### src/rtl/mem_arb_pkg.sv
// mem_arb_pkg: shared state encoding and grant codes for the memory port arbiter
package mem_arb_pkg;
  typedef enum logic [1:0] {IDLE, ACCESS, DONE} state_t;
  localparam logic GRANT_IF = 1'b0;
  localparam logic GRANT_DM = 1'b1;
endpackage

### src/rtl/mux_2x1.sv
// mux_2x1: parameterised two-input multiplexer
module mux_2x1 #(
  parameter int BIT_SIZE = 32
) (
  input  logic [BIT_SIZE-1:0] in0_i,
  input  logic [BIT_SIZE-1:0] in1_i,
  input  logic                sel_i,
  output logic [BIT_SIZE-1:0] out_o
);
  assign out_o = sel_i ? in1_i : in0_i;
endmodule

### src/rtl/mem_port_arbiter.sv
// mem_port_arbiter: round-robin sharing of one memory port between fetch and load/store
module mem_port_arbiter
  import mem_arb_pkg::*;
#(
  parameter int ADDR_SIZE      = 32,
  parameter int DATA_SIZE      = 32,
  parameter int TIMEOUT_CYCLES = 255
) (
  input  logic                 clk,
  input  logic                 reset,
  input  logic                 ifReq,
  input  logic [ADDR_SIZE-1:0] ifAddr,
  output logic [DATA_SIZE-1:0] ifRdata,
  output logic                 ifDone,
  input  logic                 dmReq,
  input  logic                 dmWe,
  input  logic [ADDR_SIZE-1:0] dmAddr,
  input  logic [DATA_SIZE-1:0] dmWdata,
  output logic [DATA_SIZE-1:0] dmRdata,
  output logic                 dmDone,
  output logic                 memReq,
  output logic                 memWe,
  output logic [ADDR_SIZE-1:0] memAddr,
  output logic [DATA_SIZE-1:0] memWdata,
  input  logic [DATA_SIZE-1:0] memRdata,
  input  logic                 memAck,
  output logic                 grantSel,
  output logic                 errFlag
);
  localparam int CW = TIMEOUT_CYCLES > 1 ? $clog2(TIMEOUT_CYCLES) : 1;
  localparam logic [CW-1:0] CNT_MAX = CW'(TIMEOUT_CYCLES > 0 ? TIMEOUT_CYCLES - 1 : 0);
  state_t               state_q;
  logic                 last_q;
  logic [CW-1:0]        cnt_q;
  logic                 win_dm;
  logic                 timed_out;
  logic [ADDR_SIZE-1:0] sel_addr;
  logic [DATA_SIZE-1:0] sel_wdata;
  logic                 sel_we;
  // on contention the requester that did not win last time goes first
  assign win_dm    = dmReq & (~ifReq | (last_q == GRANT_IF));
  assign timed_out = (TIMEOUT_CYCLES != 0) && (cnt_q == CNT_MAX);
  mux_2x1 #(.BIT_SIZE(ADDR_SIZE)) u_addr_mux (
    .in0_i(ifAddr), .in1_i(dmAddr), .sel_i(win_dm), .out_o(sel_addr)
  );
  mux_2x1 #(.BIT_SIZE(DATA_SIZE)) u_wdata_mux (
    .in0_i('0), .in1_i(dmWdata), .sel_i(win_dm), .out_o(sel_wdata)
  );
  mux_2x1 #(.BIT_SIZE(1)) u_we_mux (
    .in0_i(1'b0), .in1_i(dmWe), .sel_i(win_dm), .out_o(sel_we)
  );
  always_ff @(posedge clk) begin
    if (reset) begin
      state_q  <= IDLE;
      memReq   <= 1'b0;
      memWe    <= 1'b0;
      memAddr  <= '0;
      memWdata <= '0;
      ifRdata  <= '0;
      dmRdata  <= '0;
      ifDone   <= 1'b0;
      dmDone   <= 1'b0;
      grantSel <= GRANT_IF;
      errFlag  <= 1'b0;
      last_q   <= GRANT_DM;
      cnt_q    <= '0;
    end else begin
      case (state_q)
        IDLE: if (ifReq | dmReq) begin
          state_q  <= ACCESS;
          memReq   <= 1'b1;
          grantSel <= win_dm;
          last_q   <= win_dm;
          memAddr  <= sel_addr;
          memWe    <= sel_we;
          memWdata <= sel_wdata;
        end
        ACCESS: if (memAck || timed_out) begin
          state_q <= DONE;
          memReq  <= 1'b0;
          ifDone  <= grantSel == GRANT_IF;
          dmDone  <= grantSel == GRANT_DM;
          errFlag <= errFlag | ~memAck;
          if (memAck && !memWe && grantSel == GRANT_DM) dmRdata <= memRdata;
          if (memAck && !memWe && grantSel == GRANT_IF) ifRdata <= memRdata;
        end else begin
          cnt_q <= cnt_q + 1'b1;
        end
        DONE: begin
          state_q <= IDLE;
          ifDone  <= 1'b0;
          dmDone  <= 1'b0;
          cnt_q   <= '0;
        end
        default: state_q <= IDLE;
      endcase
    end
  end
endmodule
### config.mk
export PLATFORM = sky130hd
export DESIGN_NAME = mem_port_arbiter
export DESIGN_NICKNAME = d
export VERILOG_FILES = /design/src/rtl/mem_arb_pkg.sv /design/src/rtl/mux_2x1.sv /design/src/rtl/mem_port_arbiter.sv
export SDC_FILE = /design/constraint.sdc
export NUM_CORES = 1
export LEC_CHECK = 0
export CELL_PAD_IN_SITES_DETAIL_PLACEMENT = 1
export CELL_PAD_IN_SITES_GLOBAL_PLACEMENT = 2
export CORE_ASPECT_RATIO = 0.5
export CORE_MARGIN = 5
export CORE_UTILIZATION = 24
export CTS_CLUSTER_SIZE = 30
export DETAILED_ROUTE_END_ITERATION = 16
export GPL_TIMING_DRIVEN = 0
export PLACE_DENSITY = 0.89
export SKIP_LAST_GASP = 1
export SLEW_MARGIN = 30
export SYNTH_ARGS = -nofsm -noshare
export SYNTH_HDL_FRONTEND = slang
export SYNTH_SLANG_ARGS = --single-unit
### constraint.sdc
create_clock -name clk -period 3.1 [get_ports clk]
set_input_delay 0.465 -clock clk [delete_from_list [all_inputs] [get_ports clk]]
set_output_delay 0.465 -clock clk [all_outputs]
set_load 0.05 [all_outputs]
==> results.ini, run 1 <==
[die]
die_y_um = 117
io_pins = 268
start_util_pct = 24.2
core_area_mm2 = 0.0226
rows = 39
die_w_um = 224
dieArea_mm2 = 0.0261

[timing]
fin_skew_ns = 0.00533
period_share_pct = 72.3
tns_ns = 0
whs_ns = 0.456
min_period_ns = 2.24
finalSetupViolCount = 0
finalHoldViolations = 0
slew_headroom_pct = 55.7
clock.fmax_ghz = 0.446
rsz0062_at_grt = false
worst_pin_slew_ns = 0.660
maxSlewViolCount = 0

[critical_path]
required_ns = 2.63
slowest_stage = clkdlybuf4s50_1
reg2reg_slack_ns = 1.32
worst-path-stages = 1
worst_r2r_endpoint = memWdata[19]$_SDFFE_PP0P_
r2r_start = state_q[1]$_SDFFE_PP0P_
crit_path_max_incr_delay_ns = 0.89
crit_path_end_kind = primary output
crit_chain = clkdlybuf4s50_1
worstSetupPathType = reg2out
path_delay_family = buffers and inverters
critPathLaunchType = flip-flop
cp_data_arrival_time_ns = 1.78
reg2regPathDepth = 6
cp_num_buf_inv = 1
worstPathMaxFanout = 6

[power_and_ir_drop]
ir_worst_vdd_mv = 0.228
p_per_area_mw_per_mm2 = 571
p_leak_nw = 3.25

[placement]
port_buffers = 267
dpl.hpwl_um = 16800
dp.cells = 1196
gp_congestion = 0.794

[drt]
drtAntennaViolNets = 0
vias = 5537
drtIter0Drc = 217
first_pass_iters = 4
drc = 0
wl_um = 21500
wl_per_cell_um = 17.5
viasPerCell = 4.50

[worst_hold_path]
holdPathEnd = dmRdata[26]$_SDFFE_PP0P_
min-delay-path-class = reg2reg
min_from = dmRdata[26]$_SDFFE_PP0P_
worst_hold_path.num_cells = 2

[finish]
post-route-util_pct = 40.3
final_common_cell = clkdlybuf4s50_1
fin_cells = 1230
drive_above_1_share_pct = 6.84
mostFrequentLayoutCells = clkdlybuf4s50_1 (267), dfxtp_1 (145), nand2_1 (138), nor2_1 (72), a21oi_1 (71)
layout.nets = 1044
area_delta_synth_final_pct = 66.5

[logic_synthesis]
syn_nets = 758
synthArstFlopShare_pct = 0
synth-edff-count = 0
ys_seq_area_share_pct = 53.0
synth_cell_types = 40
synth_top_area_share_pct = 53.0
synth_area_leaders = dfxtp_1 (53%), nand2_1 (9.5%), a21oi_1 (6.5%)
syn_area_per_cell_um2 = 8.81
yosysTopAreaCell = dfxtp_1
syn_inst = 622
synthFlopType = dfxtp_1
synth_area_mm2 = 0.00548
ys_seq_elements = 145
yosysWarnings = 0

[cts]
cts.sinks = 145
root_buffer = clkbuf_16
ctsLongestPathBuffers = 2
insertion_delay_ns = 0.43
cts_setup_buffers = 0
cts_tree = done
cts_hold_buf = 0
cts_inserted_buffers = 17
clkTransAtPathRegs_ns = 0.06
cts.repair.resized = 0
htreeDepth = 4

[global_routing]
grt_max_degree = 17
grt_overflow = 0
grt_pass1_vias = 5856
busiest_layer = met2
track_usage_pct = 16.0
use_met3_pct = 3.44
gr-usage-met1_pct = 17.9
antenna_found_initial = 2
grt_pass1_wl_um = 32500
gr-usage-met2_pct = 30.2

[outcome]
status = complete, no violations

[flow_run]
maxCapViolCount = 0

[through the flow]
step | setup slack (ns) | total power [W] | instance area [µm²]
2_1_floorplan | 1.40 | 0.00268 | 5480
3_3_place_gp | 0.691 | 0.00316 | 8540
3_5_place_dp | 0.658 | 0.00318 | 8540
4_1_cts | 0.829 | 0.00529 | 9120
5_1_grt | 0.763 | 0.00545 | 9130
6_report | 0.860 | 0.00521 | 9130
[cell usage after synthesis, drive strengths merged, types with 2 or more instances]
cell      n
nand2   138
dfxtp   145
o211ai    3
or4       4
nand3     7
nor2     72
ha        2
buf      29
mux2i    34
a22oi    33
xor2      2
and3      3
clkbuf   20
nor4      2
o21a      2
o21ai     3
a21oi    71
o31ai     2
a211oi   32
nor3      2
inv       3
[cells by family (layout without fill, tap and decap cells)]
family / count (synthesis) / count (layout) / share of synthesized area [%]
flip-flops: 145 / 145 / 53.0
multiplexers: 34 / 34 / 6.21
XOR/XNOR: 2 / 2 / 0.320
other: 0 / 2 / 0
adder cells (fa/ha/maj): 2 / 2 / 0.457
AO/OA/AOI/OAI: 150 / 150 / 17.3
AND/OR/NAND/NOR: 237 / 237 / 18.1
buffers and inverters: 52 / 351 / 4.70
[power breakdown]
group          switching (W)  total [W]  internal (W)
clock               0.000890    0.00209       0.00120
combinational       0.000672    0.00110      0.000431
sequential         0.0000580    0.00202       0.00197
[worst max path at each step]
stage	from	endpoint	slack [ns]
after floorplan	grantSel$_SDFFE_PP0P_	dmRdata[13]$_SDFFE_PP0P_	1.40
after global placement	memAck	dmRdata[9]$_SDFFE_PP0P_	0.69
after detailed placement	memAck	dmRdata[9]$_SDFFE_PP0P_	0.66
after CTS	grantSel$_SDFFE_PP0P_	grantSel	0.83
after global routing	grantSel$_SDFFE_PP0P_	grantSel	0.76
final	memWe$_SDFFE_PP0P_	memWe	0.86
[sequential cells by signal (all words and copies together) (netlist names)]
register	flops
dmRdata	32
ifRdata	32
memAddr	32
memWdata	32
cnt_q	8
state_q	2
dmDone	1
errFlag	1
grantSel	1
ifDone	1
last_q	1
memReq	1
memWe	1
[final cells by class]
| cell class | instances | area [µm²] |
|---|---|---|
| Clock buffer | 17 | 425 |
| Antenna cell | 2 | 5.00 |
| Sequential cell | 145 | 2900 |
| Buffer | 49 | 246 |
| Fill cell | 2651 | 13500 |
| Clock inverter | 15 | 159 |
| Tap cell | 307 | 384 |
| Timing Repair Buffer | 267 | 2670 |
| Multi-Input combinational cell | 425 | 2320 |
| Inverter | 3 | 11.3 |
[per-layer routing]
metal,wire (µm),share of wire [%],up-vias
met5,0,0,-
met4,520,2.4,0
met3,683,3.2,31
met2,11600,54,102
met1,8710,41,2691
li1,-,-,2713
No activity file was read; power rests on OpenSTA's default activity.
==> inputs of run 2 (changes only) <==
- CORE_UTILIZATION: 24 -> 22
- PLACE_DENSITY: 0.89 -> 0.83
- clock period: 3.1 -> 2.3 ns (I/O delays scaled with it)
==> run 2 against run 1 <==
Net effect:
- combinational power is 35% higher
- non-clock buffer count stayed put
- cell count is 2.2% higher
- sequential cell count is the same
- clock skew is 0.0061 ns higher
- first-iteration DRC count down 12%
- sequential share of layout area barely moved
- via count up 0.22%
- register-to-register slack got worse by 0.78 ns
- hold slack got worse by 0.0018 ns
==> results.ini, run 2 (synthesis results as in run 1) <==
[critical_path]
worstPathMaxFanout = 8
reg2regPathDepth = 6
crit_path_max_incr_delay_ns = 0.89
setup.worst_path.start = grantSel$_SDFFE_PP0P_
slowest_stage = clkdlybuf4s50_1
path_delay_family = buffers and inverters
r2r_start = state_q[1]$_SDFFE_PP0P_
crit_chain = clkdlybuf4s50_1
worstSetupPathType = reg2out
required_ns = 1.96
critPathLaunchType = flip-flop
cp_data_arrival_time_ns = 1.78
endpoint = grantSel
cp_num_buf_inv = 1
reg2reg_slack_ns = 0.54
crit_path_end_kind = primary output
worst_r2r_endpoint = memWdata[21]$_SDFFE_PP0P_
worst-path-stages = 1

[finish]
antenna_cells = 0
fin_area_mm2 = 0.00912
post-route-util_pct = 37.6
drive_above_1_share_pct = 6.84
mostFrequentLayoutCells = clkdlybuf4s50_1 (267), dfxtp_1 (145), nand2_1 (138), nor2_1 (72), a21oi_1 (71)
layout.nets = 1044
fillers = 2809
area_delta_synth_final_pct = 66.5
final_common_cell = clkdlybuf4s50_1

[timing]
worst_pin_slew_ns = 0.646
fin_ws_ns = 0.177
min_period_ns = 2.12
clock.fmax_ghz = 0.471
finalSetupViolCount = 0
maxSlewViolCount = 0
fin_skew_ns = 0.0114
rsz0062_at_grt = false
period_share_pct = 92.3
slew_headroom_pct = 56.7
finalHoldViolations = 0

[global_routing]
grt_pass1_wl_um = 34000
grt_overflow = 0
grt_max_degree = 17
antenna_found_initial = 0
track_usage_pct = 15.4
grt_pass1_vias = 5921

[drt]
drtIter0Drc = 190
viasPerCell = 4.41
wl_um = 21900
first_pass_iters = 6
vias = 5549
drc = 0
drtAntennaViolNets = 0
wl_per_cell_um = 17.5

[power_and_ir_drop]
p_per_area_mw_per_mm2 = 749
ir_worst_vdd_mv = 0.508
p_leak_nw = 3.24

[placement]
pre_cts_slack_ns = -0.0228
placed_area_mm2 = 0.00857
dpl.hpwl_um = 17400
gp_congestion = 0.795
port_buffers = 267

[die]
die_y_um = 122
dieArea_mm2 = 0.0284
start_util_pct = 22.6
io_pins = 268
core_area_mm2 = 0.0243
rows = 40
die_w_um = 233

[cts]
cts_setup_buffers = 0
cts.repair.resized = 0
root_buffer = clkbuf_16
clkTransAtPathRegs_ns = 0.07
cts_hold_buf = 0
cts.sinks = 145
htreeDepth = 4
cts_tree = done
insertion_delay_ns = 0.43
ctsLongestPathBuffers = 2
cts_inserted_buffers = 17

[outcome]
status = complete, no violations

[flow_run]
maxCapViolCount = 0

[worst_hold_path]
min-delay-path-class = reg2reg

-- run 2: how the worst min path moves through the flow --
stage / to / slack (ns) / from / cells past startpoint
5_1_grt: dmRdata[23]$_SDFFE_PP0P_ / 0.48 / dmRdata[23]$_SDFFE_PP0P_ / 2
6_report: dmRdata[16]$_SDFFE_PP0P_ / 0.45 / dmRdata[16]$_SDFFE_PP0P_ / 2
4_1_cts: dmRdata[20]$_SDFFE_PP0P_ / 0.46 / dmRdata[20]$_SDFFE_PP0P_ / 2
3_3_place_gp: dmRdata[2]$_SDFFE_PP0P_ / 0.44 / dmRdata[2]$_SDFFE_PP0P_ / 2
2_1_floorplan: last_q$_SDFFE_PP1P_ / 0.43 / last_q$_SDFFE_PP1P_ / 2
3_5_place_dp: dmRdata[20]$_SDFFE_PP0P_ / 0.45 / dmRdata[20]$_SDFFE_PP0P_ / 2
-- run 2: metal layers --
| metal | part of all wire, % | global-route usage [%] | up-vias |
|---|---|---|---|
| li1 | - | - | 2717 |
| met1 | 41 | 17.7 | 2697 |
| met2 | 54 | 28.9 | 108 |
| met3 | 3.3 | 2.79 | 27 |
| met4 | 2.0 | 5.38 | 0 |
| met5 | 0 | 0 | - |
-- run 2: final cells by class --
type | instances | area [µm²] | share of cell area (%)
clock buffers | 17 | 425 | 4.66
clock inverters | 15 | 126 | 1.39
plain buffers | 49 | 246 | 2.70
flip-flops and latches | 145 | 2900 | 31.8
repair buffers | 267 | 2670 | 29.3
inverters | 3 | 11.3 | 0.123
multi-input cells | 425 | 2320 | 25.4
well taps | 336 | 420 | 4.61
-- run 2: worst reg2reg max path, delay by kind of cell, from the launching register on --
family	cells	cell delay, ns
AO/OA/AOI/OAI	2	0.54
AND/OR/NAND/NOR	2	0.20
buffers and inverters	2	0.64
flip-flops	1	0.32
-- run 2: through the flow --
step | hold WS (ns) | cells | setup TNS, ns | total power (W)
after CTS | 0.458 | 1257 | 0 | 0.00694
final | 0.454 | 1257 | 0 | 0.00683
after global routing | 0.476 | 1257 | 0 | 0.00715
after floorplan | 0.433 | 622 | 0 | 0.00361
after detailed placement | 0.449 | 1225 | -0.0787 | 0.00429
after global placement | 0.444 | 1225 | 0 | 0.00427
-- run 2: power breakdown --
part / leakage (nW) / switching [W] / internal (W)
Combinational: 1.78 / 0.000911 / 0.000581
Sequential: 1.18 / 0.0000782 / 0.00265
Clock: 0.268 / 0.00120 / 0.00141
